### config.mk
export PLATFORM = sky130hd
export DESIGN_NAME = trig_series_unit
export DESIGN_NICKNAME = d
export VERILOG_FILES = /design/src/rtl/trig_series_unit.sv
export SDC_FILE = /design/constraint.sdc
export NUM_CORES = 1
export LEC_CHECK = 0
export CAP_MARGIN = 20
export CORE_UTILIZATION = 50
export DETAILED_ROUTE_END_ITERATION = 16
export PLACE_DENSITY_LB_ADDON = 0.05
export SYNTH_ARGS = -nofsm -noshare
export SYNTH_HDL_FRONTEND = slang
export SYNTH_SLANG_ARGS = --single-unit
### constraint.sdc
create_clock -name clk -period 15.1 [get_ports clk]
set_clock_uncertainty 0.15 [all_clocks]
set_input_delay 3.02 -clock clk [delete_from_list [all_inputs] [get_ports clk]]
set_output_delay 3.02 -clock clk [all_outputs]
set_load 0.02 [all_outputs]
### src/rtl/trig_series_unit.sv
// Sequential Taylor-series cos/sin evaluator sharing one multiplier.
// Latency 2*N edges from start to ans_ready; ans is held until ans_ack.
module trig_series_unit #(
  parameter int W         = 16,
  parameter int MAX_TERMS = 8,
  parameter int NT_W      = 8
) (
  input  logic            clk,
  input  logic            rst,
  input  logic            start,
  input  logic            mode,
  input  logic [W-1:0]    the_x,
  input  logic [NT_W-1:0] n_terms,
  input  logic            ans_ack,
  output logic            busy,
  output logic [W-1:0]    ans,
  output logic            ans_ready
);

  localparam int KW = 8;

  localparam logic [2:0] IDLE = 3'd0;
  localparam logic [2:0] SQR  = 3'd1;
  localparam logic [2:0] MULX = 3'd2;
  localparam logic [2:0] MULC = 3'd3;
  localparam logic [2:0] DONE = 3'd4;

  function automatic logic [W-1:0] coef(input bit sine, input int k);
    longint num;
    longint den;
    num = longint'(1) << W;
    den = sine ? longint'(2 * k) * longint'(2 * k + 1)
               : longint'(2 * k - 1) * longint'(2 * k);
    return W'(num / den);
  endfunction

  logic [W-1:0] cos_tab [MAX_TERMS];
  logic [W-1:0] sin_tab [MAX_TERMS];

  // Entry 0 is never used; k starts at 1.
  for (genvar gi = 0; gi < MAX_TERMS; gi++) begin : g_tab
    if (gi == 0) begin : g_zero
      assign cos_tab[gi] = '0;
      assign sin_tab[gi] = '0;
    end else begin : g_coef
      assign cos_tab[gi] = coef(1'b0, gi);
      assign sin_tab[gi] = coef(1'b1, gi);
    end
  end

  logic [2:0]          state;
  logic [W-1:0]        x_r;
  logic                mode_r;
  logic [KW-1:0]       n_r;
  logic [KW-1:0]       k;
  logic [W-1:0]        x2;
  logic [W:0]          term;
  logic signed [W+1:0] acc;

  logic [W-1:0]        r_val;
  logic [W:0]          mul_a;
  logic [W-1:0]        mul_b;
  logic [2*W:0]        prod;
  logic [W:0]          prod_sh;
  logic signed [W+1:0] term_ext;
  logic [W:0]          term_init;
  logic [W-1:0]        ans_sat;
  logic [KW-1:0]       k_next;

  always_comb begin
    r_val = '0;
    for (int i = 1; i < MAX_TERMS; i++) begin
      if (k == KW'(i)) r_val = mode_r ? sin_tab[i] : cos_tab[i];
    end
  end

  always_comb begin
    mul_a = '0;
    mul_b = '0;
    case (state)
      SQR: begin
        mul_a = {1'b0, x_r};
        mul_b = x_r;
      end
      MULX: begin
        mul_a = term;
        mul_b = x2;
      end
      MULC: begin
        mul_a = term;
        mul_b = r_val;
      end
      default: ;
    endcase
  end

  assign prod      = (2*W+1)'(mul_a) * (2*W+1)'(mul_b);
  assign prod_sh   = prod[2*W:W];
  assign term_ext  = {1'b0, prod_sh};
  assign term_init = mode_r ? {1'b0, x_r} : {1'b1, {W{1'b0}}};
  assign k_next    = k + KW'(1);

  // acc is W+2 bits signed, so a non-negative acc>>1 always fits in W bits.
  assign ans_sat = acc[W+1] ? '0 : acc[W:1];

  assign busy = (state != IDLE);

  always_ff @(posedge clk or posedge rst) begin
    if (rst) begin
      state     <= IDLE;
      x_r       <= '0;
      mode_r    <= 1'b0;
      n_r       <= '0;
      k         <= '0;
      x2        <= '0;
      term      <= '0;
      acc       <= '0;
      ans       <= '0;
      ans_ready <= 1'b0;
    end else begin
      case (state)
        IDLE: begin
          if (start) begin
            x_r    <= the_x;
            mode_r <= mode;
            if (n_terms == '0)
              n_r <= KW'(1);
            else if (32'(n_terms) > 32'(MAX_TERMS))
              n_r <= KW'(MAX_TERMS);
            else
              n_r <= KW'(n_terms);
            state <= SQR;
          end
        end
        SQR: begin
          x2    <= prod_sh[W-1:0];
          term  <= term_init;
          acc   <= {1'b0, term_init};
          k     <= KW'(1);
          state <= (n_r == KW'(1)) ? DONE : MULX;
        end
        MULX: begin
          term  <= prod_sh;
          state <= MULC;
        end
        MULC: begin
          term  <= prod_sh;
          acc   <= k[0] ? (acc - term_ext) : (acc + term_ext);
          k     <= k_next;
          state <= (k_next == n_r) ? DONE : MULX;
        end
        DONE: begin
          // First DONE cycle publishes the result; the ack is honoured only after that.
          if (!ans_ready) begin
            ans       <= ans_sat;
            ans_ready <= 1'b1;
          end else if (ans_ack) begin
            ans_ready <= 1'b0;
            state     <= IDLE;
          end
        end
        default: state <= IDLE;
      endcase
    end
  end

endmodule

==> impl_metrics.csv <==
group,metric,value,unit
setup_path,rr_endpoint,"acc[16]",
min_path,hold_path_class,"flip-flop to flip-flop",
setup_path,crit_slowest_cell,"sky130_fd_sc_hd__dfrtp_1",
drt,wire_per_inst,20.81,um
clocking,cts_post_setup_buffers_inserted,0,
synthesis,synth_seq_area_share,0.1693,
drt,detail_route.first_pass.iterations,6,
layout,area.growth.synth_to_final,7.473,%
layout,fill_cells,2837,
setup_path,worstSetupStartpointType,"flip-flop",
sta,timing_hold_violations_final,0,
sta,final.period_utilization,0.7849,
placed_design,detailedPlacementHpwl,36.50,mm
global_routing,number_of_global_route_vias_before_repair,12900,
setup_path,critical_path_peak_fanout,26,
synthesis,synth_edf_count,0,
clocking,count_of_instances_resized_after_the_clock_tree_is_built,0,
run,drv_cap,0,
setup_path,reg2reg_from,"k[0]",
synthesis,yosys.area.top_type_share,0.2709,
layout,finalNetCount,2200,
clocking,insertion_delay,360,ps
synthesis,yosys_reg_bits,104,
synthesis,syn_inst,1839,
sta,worst_slew_margin_rel,0.3425,
setup_path,crit_required,15140,ps
min_path,worst_hold_path.endpoint,"ans[10]",
sta,finalHoldWorstSlack,333.0,ps
clocking,ctsHoldBuffers,0,
setup_path,worstSetupEndpointType,"flip-flop",
sta,fin_tns_setup,0,ps
layout,antenna_cells_inserted,0,
sta,slew_violations,0,
synthesis,synth-warning-count,0,
floorplanning,floorplan.initialDensity,0.5131,
synthesis,nets_in_the_synthesized_netlist,2200,
clocking,clock_tree_root_driver_cell,"sky130_fd_sc_hd__clkbuf_16",
synthesis,netlist-cell-type-count,73,
outcome,status,"finished, final reports clean",
global_routing,antenna_found_initial,0,
sta,finalSetupViolations,0,
global_routing,grt_pass1_wl,73.87,mm
setup_path,reg2regPathDepth,40,
clocking,numClockSinks,104,
synthesis,yosys-top-cells-area,"sky130_fd_sc_hd__fa_1, sky130_fd_sc_hd__dfrtp_1, sky130_fd_sc_hd__ha_1, sky130_fd_sc_hd__nand2_1, sky130_fd_sc_hd__inv_1",
sta,finalCriticalPeriod,11850,ps
setup_path,cp_slowest_stage_delay,920,ps
drt,remaining_drc_errors,0,
setup_path,worst_ep_arrival_time,11890,ps
clocking,number_of_buffers_added_by_the_clock_tree_synthesis_step,9,
layout,drive_gt1_frac,0.04341,
min_path,whs_path_depth,2,
drt,routed_wirelength,46.47,mm
placed_design,gp_congestion,0.9159,
synthesis,synth-main-ff-cell,"sky130_fd_sc_hd__dfrtp_1",
clocking,htreeDepth,3,
sta,achievable_clock_frequency,84.38,MHz
synthesis,synth_area_per_cell,8.358,um2
synthesis,syn-cell-area,15370,um2
floorplanning,fp.dieArea,31440,um2
clocking,path_clk_slew,70,ps
floorplanning,die_height,177.3,um
floorplanning,rows,63,
global_routing,grt_max_degree,55,
global_routing,grt_util_all_layers,0.3112,
setup_path,crit_type,"flip-flop to flip-flop",
synthesis,async_reset_ff_frac,1.000,
drt,route.detailed.vias_per_inst,5.806,
sta,worst_slew_pin_slew,979.8,ps
drt,routed-via-count,12970,
floorplanning,core,29950,um2
sta,rsz0062_at_grt,"false",
placed_design,portBuffers,46,
setup_path,timing.reg2reg.setup_slack,3250,ps
clocking,cts-root-to-sink-buffers,2,
floorplanning,die_w,177.3,um
synthesis,synth_top_area_cell,"sky130_fd_sc_hd__fa_1",
floorplanning,ios,47,
drt,drt-initial-drc-count,1063,
setup_path,critical-path-top-cell-by-count,"sky130_fd_sc_hd__fa_1",
min_path,worst_min_path_start,"ans[10]",
global_routing,overflow,0,
drt,detail-route-antenna-nets,0,
clocking,cts_tree,"done",
-- cell usage in the layout (no fill, tap or decap), types with 4 or more instances in the layout --
master,instances
sky130_fd_sc_hd__nand2_1,304
sky130_fd_sc_hd__inv_1,266
sky130_fd_sc_hd__fa_1,208
sky130_fd_sc_hd__nor2_1,165
sky130_fd_sc_hd__ha_1,124
sky130_fd_sc_hd__dfrtp_1,104
sky130_fd_sc_hd__o21ai_0,84
sky130_fd_sc_hd__a21oi_1,69
sky130_fd_sc_hd__clkdlybuf4s50_1,46
sky130_fd_sc_hd__xnor2_1,35
sky130_fd_sc_hd__buf_4,35
sky130_fd_sc_hd__nand2b_1,34
sky130_fd_sc_hd__a22oi_1,28
sky130_fd_sc_hd__and2_1,24
sky130_fd_sc_hd__nor3_1,23
sky130_fd_sc_hd__xor2_1,22
sky130_fd_sc_hd__a31oi_1,22
sky130_fd_sc_hd__a21o_1,20
sky130_fd_sc_hd__a22o_1,18
sky130_fd_sc_hd__nand3_1,17
sky130_fd_sc_hd__and3_1,14
sky130_fd_sc_hd__a211oi_1,13
sky130_fd_sc_hd__o21bai_1,11
sky130_fd_sc_hd__nand4_1,10
sky130_fd_sc_hd__clkbuf_16,9
sky130_fd_sc_hd__nor2b_1,8
sky130_fd_sc_hd__a32oi_1,8
sky130_fd_sc_hd__or2_2,8
sky130_fd_sc_hd__nand3b_1,8
sky130_fd_sc_hd__o211ai_1,6
sky130_fd_sc_hd__nor4_1,6
sky130_fd_sc_hd__o22ai_1,6
sky130_fd_sc_hd__o31ai_1,5
sky130_fd_sc_hd__a221o_1,5
sky130_fd_sc_hd__mux2i_1,4
-- per-stage QoR --
stage	cell area, um2	instances	util	setup WS, ps
6_report	16520	2233	0.5515	3249
5_1_grt	16520	2233	0.5515	2278
4_1_cts	16500	2232	0.5510	3354
3_5_place_dp	16240	2217	0.5421	3420
3_3_place_gp	16230	2216	0.5418	3715
2_1_floorplan	15370	1839	-	4618
-- cell families (layout without fill, tap and decap cells) --
group | count (synthesis) | in the layout | synth area share
and+or+nand+nor | 644 | 644 | 0.1871
buffers and inverters | 360 | 364 | 0.08938
AOI/OAI and AO/OA | 336 | 336 | 0.1456
adders and majority gates | 332 | 332 | 0.3719
DFF | 104 | 104 | 0.1693
xor gates and xnor gates | 57 | 57 | 0.03248
muxes | 6 | 6 | 0.004314
-- how the worst max path moves through the flow --
| stage | start | to | slack (ps) | cells after the start |
|---|---|---|---|---|
| 4_1_cts | k[0] | acc[16] | 3350 | 40 |
| 3_5_place_dp | k[0] | acc[16] | 3420 | 40 |
| 3_3_place_gp | k[0] | acc[16] | 3720 | 40 |
| 2_1_floorplan | k[0] | acc[16] | 4620 | 45 |
| 6_report | k[0] | acc[16] | 3250 | 40 |
| 5_1_grt | k[0] | acc[16] | 2280 | 42 |
-- routing by layer --
metal	track usage	wire length, um	share of wire
met1	0.4453	20720	0.45
met2	0.5031	21780	0.47
met3	0.04263	3138	0.068
met4	0.06446	828	0.018
met5	0	0	0
-- area by class of cell --
class	instances	area (um2)	area share
Clock inverter	2	16.27	0.0009847
Inverter	267	1005	0.06082
Tap cell	390	488.0	0.02954
Clock buffer	13	250.2	0.01515
Sequential cell	104	2603	0.1576
Multi-Input combinational cell	1375	11420	0.6913
Timing Repair Buffer	82	738.2	0.04469
-- Yosys cell counts (13+ instances only) --
| cell type | n |
|---|---|
| sky130_fd_sc_hd__nand2_1 | 304 |
| sky130_fd_sc_hd__ha_1 | 124 |
| sky130_fd_sc_hd__fa_1 | 208 |
| sky130_fd_sc_hd__nor2_1 | 166 |
| sky130_fd_sc_hd__dfrtp_1 | 104 |
| sky130_fd_sc_hd__xnor2_1 | 35 |
| sky130_fd_sc_hd__and3_1 | 14 |
| sky130_fd_sc_hd__a31oi_1 | 22 |
| sky130_fd_sc_hd__a211oi_1 | 13 |
| sky130_fd_sc_hd__a21oi_1 | 71 |
| sky130_fd_sc_hd__a22oi_1 | 28 |
| sky130_fd_sc_hd__inv_1 | 267 |
| sky130_fd_sc_hd__a22o_1 | 18 |
| sky130_fd_sc_hd__o21ai_0 | 84 |
| sky130_fd_sc_hd__nand3_1 | 17 |
| sky130_fd_sc_hd__and2_1 | 24 |
| sky130_fd_sc_hd__clkbuf_1 | 78 |
| sky130_fd_sc_hd__xor2_1 | 22 |
| sky130_fd_sc_hd__nand2b_1 | 34 |
| sky130_fd_sc_hd__nor3_1 | 23 |
| sky130_fd_sc_hd__a21o_1 | 20 |
-- registers in the layout (all words and copies together) (netlist names) --
register,count
ans,16
ans_ready,1
n_r,8
x_r,16
mode_r,1
acc,18
term,17
state,3
k,8
x2,16
-- worst max-delay path: cells and delay by family (launching register included) --
family,cells,cell delay (ps)
adder cells (fa/ha/maj),10,4400
AO/OA/AOI/OAI,19,4030
AND/OR/NAND/NOR,5,1420
flip-flops,1,920
buffers and inverters,4,430
multiplexers,2,320
Power is not shown: default switching activity piles up to over one toggle a cycle in this logic, so the estimate is an artifact.
